===== src/rtl/div_result_display_pkg.sv =====
// Shared constants and helpers for the divider result display.
// Segment codes are active-high, ordered {g,f,e,d,c,b,a}.
package div_result_display_pkg;

  localparam logic [6:0] SEG_0     = 7'b0111111;
  localparam logic [6:0] SEG_1     = 7'b0000110;
  localparam logic [6:0] SEG_2     = 7'b1011011;
  localparam logic [6:0] SEG_3     = 7'b1001111;
  localparam logic [6:0] SEG_4     = 7'b1100110;
  localparam logic [6:0] SEG_5     = 7'b1101101;
  localparam logic [6:0] SEG_6     = 7'b1111101;
  localparam logic [6:0] SEG_7     = 7'b0000111;
  localparam logic [6:0] SEG_8     = 7'b1111111;
  localparam logic [6:0] SEG_9     = 7'b1101111;
  localparam logic [6:0] SEG_BLANK = 7'b0000000;

  typedef enum logic [1:0] {
    DIG_R_UNITS = 2'd0,
    DIG_R_TENS  = 2'd1,
    DIG_Q_UNITS = 2'd2,
    DIG_Q_TENS  = 2'd3
  } digit_e;

  typedef struct packed {
    logic       tens;
    logic [3:0] units;
  } bcd2_t;

  // A 4-bit value never exceeds 15, so the tens digit is at most 1.
  function automatic bcd2_t split_dec(input logic [3:0] v);
    bcd2_t d;
    if (v >= 4'd10) begin
      d.tens  = 1'b1;
      d.units = v - 4'd10;
    end else begin
      d.tens  = 1'b0;
      d.units = v;
    end
    return d;
  endfunction

endpackage


===== src/rtl/div_result_display_seg7_decoder.sv =====
// Combinational BCD digit to active-high 7-segment pattern.
// Out-of-range digits and the blank flag both produce an unlit digit.
module seg7_decoder
  import div_result_display_pkg::*;
(
  input  logic [3:0] digit,
  input  logic       blank,
  output logic [6:0] seg
);

  always_comb begin
    seg = SEG_BLANK;
    if (!blank) begin
      case (digit)
        4'd0:    seg = SEG_0;
        4'd1:    seg = SEG_1;
        4'd2:    seg = SEG_2;
        4'd3:    seg = SEG_3;
        4'd4:    seg = SEG_4;
        4'd5:    seg = SEG_5;
        4'd6:    seg = SEG_6;
        4'd7:    seg = SEG_7;
        4'd8:    seg = SEG_8;
        4'd9:    seg = SEG_9;
        default: seg = SEG_BLANK;
      endcase
    end
  end

endmodule


===== src/rtl/div_result_display.sv =====
// Captures divider quotient/remainder on done rising and scans them as
// two 2-digit decimal numbers onto a multiplexed 4-digit 7-segment display.
module div_result_display
  import div_result_display_pkg::*;
#(
  parameter int REFRESH_DIV    = 50000,
  parameter bit SEG_ACTIVE_LOW = 1'b1
) (
  input  logic       clk,
  input  logic       reset,
  input  logic [3:0] result,
  input  logic [3:0] rest,
  input  logic       done,
  output logic [6:0] seg,
  output logic [3:0] an,
  output logic       dp,
  output logic       shown
);

  localparam int CNT_W = (REFRESH_DIV > 1) ? $clog2(REFRESH_DIV) : 1;
  localparam logic [CNT_W-1:0] CNT_LAST = CNT_W'(REFRESH_DIV - 1);

  localparam logic [6:0] SEG_OFF = SEG_ACTIVE_LOW ? 7'h7f : 7'h00;
  localparam logic [3:0] AN_OFF  = SEG_ACTIVE_LOW ? 4'hf  : 4'h0;
  localparam logic       DP_OFF  = SEG_ACTIVE_LOW;

  logic             done_q;
  logic [3:0]       q_reg;
  logic [3:0]       r_reg;
  logic [CNT_W-1:0] scan_cnt;
  digit_e           digit_idx;

  bcd2_t      q_dec;
  bcd2_t      r_dec;
  logic [3:0] cur_digit;
  logic       cur_blank;
  logic [6:0] seg_hi;
  logic [3:0] an_hi;
  logic       dp_hi;

  always_ff @(posedge clk or posedge reset) begin
    if (reset) begin
      done_q <= 1'b0;
      q_reg  <= '0;
      r_reg  <= '0;
      shown  <= 1'b0;
    end else begin
      done_q <= done;
      if (done && !done_q) begin
        q_reg <= result;
        r_reg <= rest;
        shown <= 1'b1;
      end
    end
  end

  always_ff @(posedge clk or posedge reset) begin
    if (reset) begin
      scan_cnt  <= '0;
      digit_idx <= DIG_R_UNITS;
    end else if (scan_cnt == CNT_LAST) begin
      scan_cnt  <= '0;
      digit_idx <= digit_e'(digit_idx + 2'd1);
    end else begin
      scan_cnt <= scan_cnt + 1'b1;
    end
  end

  always_comb begin
    q_dec     = split_dec(q_reg);
    r_dec     = split_dec(r_reg);
    cur_digit = '0;
    cur_blank = 1'b1;
    case (digit_idx)
      DIG_R_UNITS: begin
        cur_digit = r_dec.units;
        cur_blank = 1'b0;
      end
      DIG_R_TENS: begin
        cur_digit = {3'b000, r_dec.tens};
        cur_blank = !r_dec.tens;
      end
      DIG_Q_UNITS: begin
        cur_digit = q_dec.units;
        cur_blank = 1'b0;
      end
      DIG_Q_TENS: begin
        cur_digit = {3'b000, q_dec.tens};
        cur_blank = !q_dec.tens;
      end
      default: begin
        cur_digit = '0;
        cur_blank = 1'b1;
      end
    endcase
    if (!shown) cur_blank = 1'b1;
    an_hi = 4'b0001 << digit_idx;
    dp_hi = shown && (digit_idx == DIG_Q_UNITS);
  end

  seg7_decoder u_dec (
    .digit (cur_digit),
    .blank (cur_blank),
    .seg   (seg_hi)
  );

  // Anodes, segments and dp share one register stage so they never skew.
  always_ff @(posedge clk or posedge reset) begin
    if (reset) begin
      seg <= SEG_OFF;
      an  <= AN_OFF;
      dp  <= DP_OFF;
    end else begin
      seg <= SEG_ACTIVE_LOW ? ~seg_hi : seg_hi;
      an  <= SEG_ACTIVE_LOW ? ~an_hi  : an_hi;
      dp  <= SEG_ACTIVE_LOW ? ~dp_hi  : dp_hi;
    end
  end

endmodule

===== config.mk =====
export PLATFORM = sky130hd
export DESIGN_NAME = div_result_display
export DESIGN_NICKNAME = d
export VERILOG_FILES = /design/src/rtl/div_result_display_pkg.sv /design/src/rtl/div_result_display_seg7_decoder.sv /design/src/rtl/div_result_display.sv
export SDC_FILE = /design/constraint.sdc
export NUM_CORES = 1
export LEC_CHECK = 0
export CAP_MARGIN = 20
export CORE_MARGIN = 2
export CORE_UTILIZATION = 55
export DETAILED_ROUTE_END_ITERATION = 10
export GPL_TIMING_DRIVEN = 0
export PLACE_DENSITY_LB_ADDON = 0.08
export RECOVER_POWER = 50
export SETUP_SLACK_MARGIN = 0.3
export SYNTH_ARGS = -nofsm -noshare
export SYNTH_HDL_FRONTEND = slang
export SYNTH_SLANG_ARGS = --single-unit
export TNS_END_PERCENT = 1

===== constraint.sdc =====
create_clock -name clk -period 2.6 [get_ports clk]
set_input_delay 0.78 -clock clk [delete_from_list [all_inputs] [get_ports clk]]
set_output_delay 0.78 -clock clk [all_outputs]
set_load 0.005 [all_outputs]

==> results.json <==
{
  "clk_pin_slew_worst_paths_ns": 0.07,
  "final_estimated_routing_congestion_in_global_placement": 0.8030,
  "run_status": "finished clean",
  "rows": 22,
  "critical_path.cell_chain": "inv_1 -> ha_1 -> nor2b_4 -> a21boi_4 -> or2_2 -> inv_1 -> ha_1 -> nor3_2 -> o31ai_1",
  "critical_path.n_buffers_inverters": 2,
  "insertedDiodeCount": 0,
  "wl_mm": 3.734,
  "initial_util_pct": 56.54,
  "grt.total_usage_pct": 19.94,
  "grt_max_degree": 27,
  "design.die.area_mm2": 0.004240,
  "total_leakage_power_nw": 1.047,
  "avgRoutedWirePerCell_um": 14.04,
  "critical_path_peak_fanout": 5,
  "htree_num_levels": 2,
  "drtIter0Drc": 72,
  "clock_sink_count": 40,
  "minimum_hold_slack_ns": 0.4467,
  "fmax_mhz": 439.8,
  "hpwlAfterDp_mm": 2.802,
  "area_used_by_multi_input_combinational_logic_um2": 974.7,
  "num_vias": 1477,
  "setup_viol": 0,
  "cts_buffer_depth": 2,
  "period_share_pct": 87.45,
  "overflow": 0,
  "synth.lib_cells_used.distinct": 47,
  "postSynthCellCount": 186,
  "worstSkewPairLatency_ns": 0.28,
  "core_region_area_mm2": 0.003633,
  "post_cts_buffers": 0,
  "flip_flop_count_of_the_largest_register_all_copies_and_words_added": 16,
  "area_growth_syn_to_layout_pct": 19.31,
  "global_route_wire_length_before_repair_mm": 6.327,
  "finalHoldViolCount": 0,
  "sequential_cell_area_mm2": 0.001016,
  "drc_errors": 0,
  "ir_worst_vdd_mv": 0.3526,
  "critical_path.startpoint_type": "flop",
  "drtAntennaViolNets": 0,
  "postSynth.asyncResetShare_pct": 100.0,
  "timing.critical_path.to_type": "flop",
  "worst_path_max_delay_cell": "sky130_fd_sc_hd__dfrtp_1",
  "first_global_vias": 1385,
  "sequential_share_of_the_synthesized_area_pct": 49.45,
  "tritoncts_clock_tree": "built",
  "postSynthNetCount": 210,
  "slew_viol_final": 0,
  "worstPathArrival_ns": 2.45,
  "drv_cap": 0,
  "clock-skew-final_ns": 0.006801,
  "clockRootBuffer": "sky130_fd_sc_hd__clkbuf_8",
  "ys.flop_type": "sky130_fd_sc_hd__dfrtp_1",
  "power_per_cell_area_mw_per_mm2": 588.6,
  "largest-register": "scan_cnt",
  "initial_antenna_violation_count": 0,
  "worstPathRequired_ns": 2.78,
  "yosysWarningCount": 0,
  "setup_repair_after_global_routing_missed_its_margin": "yes",
  "nets": 241,
  "ys_seq_elements": 40,
  "top_regs": "scan_cnt: 16 flops, seg: 7 flops",
  "cpPeakStageDelay_ns": 0.41,
  "synthesis.area_mm2": 0.002054,
  "layout_common_cells": "sky130_fd_sc_hd__dfrtp_1 (28), sky130_fd_sc_hd__clkdlybuf4s50_1 (21), sky130_fd_sc_hd__inv_1 (17)",
  "drive_gt1_share_pct": 18.81,
  "synth.avg_cell_area_um2": 11.05,
  "io_pins": 24,
  "port_buffers": 23,
  "via_per_inst": 5.553,
  "critPathTopFamily": "simple AND/OR/NAND/NOR gates",
  "final.setup.tns_ns": 0,
  "slew_headroom_pct": 60.46,
  "tritoncts.num_buffers": 5,
  "fillers": 291,
  "worst_pin_slew_ns": 0.5931,
  "worst-setup-path-type": "reg2reg",
  "final_common_cell": "sky130_fd_sc_hd__dfrtp_1",
  "worstHoldPathType": "reg2reg",
  "period_needed_ns": 2.274,
  "first_pass_iters": 4,
  "floorplan.die.width_um": 65.12,
  "postLayoutCoreUtil_pct": 67.46,
  "number_of_enable_flip_flop_cells_after_synthesis": 0,
  "floorplan.die.height_um": 65.12
}
-- logic make-up after synthesis --
logic type / after synthesis / synth area share (%)
fa+ha+maj: 13 / 7.917
xor+xnor: 14 / 5.968
compound gates: 36 / 13.46
buf+inv: 20 / 4.080
flops: 40 / 49.45
mux: 4 / 2.192
simple gates: 59 / 16.93
-- path summary, 6_finish.rpt --
check                                   from           end  slack (ns)  cells past startpoint
max in group asynchronous              reset      q_reg[1]        0.62                      3
worst max register to register  digit_idx[0]        seg[0]        0.33                      9
worst max-delay path            digit_idx[0]        seg[0]        0.33                      9
min in group asynchronous              reset  scan_cnt[12]        0.99                      2
worst min register to register         shown            dp        0.45                      1
worst min-delay path                   shown            dp        0.45                      1
-- cell usage after synthesis, drive strengths merged, types with 4 or more instances --
library cell	instances	area share, %
and3	4	1.2
mux2	4	2.2
o31ai	5	1.8
inv	17	3.1
nand4	6	2.1
dfstp	12	15
nor3	12	3.4
nand3	5	1.2
xor2	6	2.6
xnor2	8	3.4
ha	13	7.9
nor2	8	1.5
nand2	9	1.6
o21ai	9	2.2
dfrtp	28	34
-- timing repair --
action | CTS | global route
resized for setup | 2 | 5
hold endpoints to repair | 0 | 0
setup endpoints to repair | 4 | 6
hold buffers | 0 | 0
-- metal layers --
layer / part of all wire, % / GRT usage (%) / vias up
li1: - / - / 715
met1: 46 / 26.61 / 713
met2: 47 / 31.19 / 45
met3: 5.3 / 5.651 / 4
met4: 1.5 / 7.552 / 0
met5: 0 / 0 / -
-- cell type report --
type,count,area share [%]
buffer,3,0.8167
tap,48,2.450
clock inverter,1,0.2042
timing repair buffer,24,9.597
multi-input combinational,126,39.77
clock buffer,7,3.114
inverter,17,2.603
sequential,40,41.45
-- power breakdown --
part	switching (mW)	internal, mW	total [mW]	leakage [nW]
Sequential	0.0301	0.705	0.735	0.480
Clock	0.191	0.188	0.379	0.0422
Combinational	0.158	0.171	0.329	0.525
Total	0.379	1.06	1.44	1.05
-- worst register-to-register path, delay by kind of cell (launching register included) --
kind                       cells  cell delay (ns)
DFF                            1             0.41
AOI/OAI and AO/OA              2             0.37
adders and majority gates      2             0.49
buffers and inverters          2             0.22
and+or+nand+nor                3             0.68
-- through the flow --
step                      cell area [um^2]  instances  power [mW]  setup slack, ns
after floorplan                       2054        186      0.9285           0.5696
after CTS                             2466        266       1.455           0.3091
final                                 2451        266       1.443           0.3264
after detailed placement              2372        258       1.071           0.1947
after global routing                  2451        266       1.526           0.2151
after global placement                2345        257       1.051           0.1977
Power figures use the tool's default switching activity.
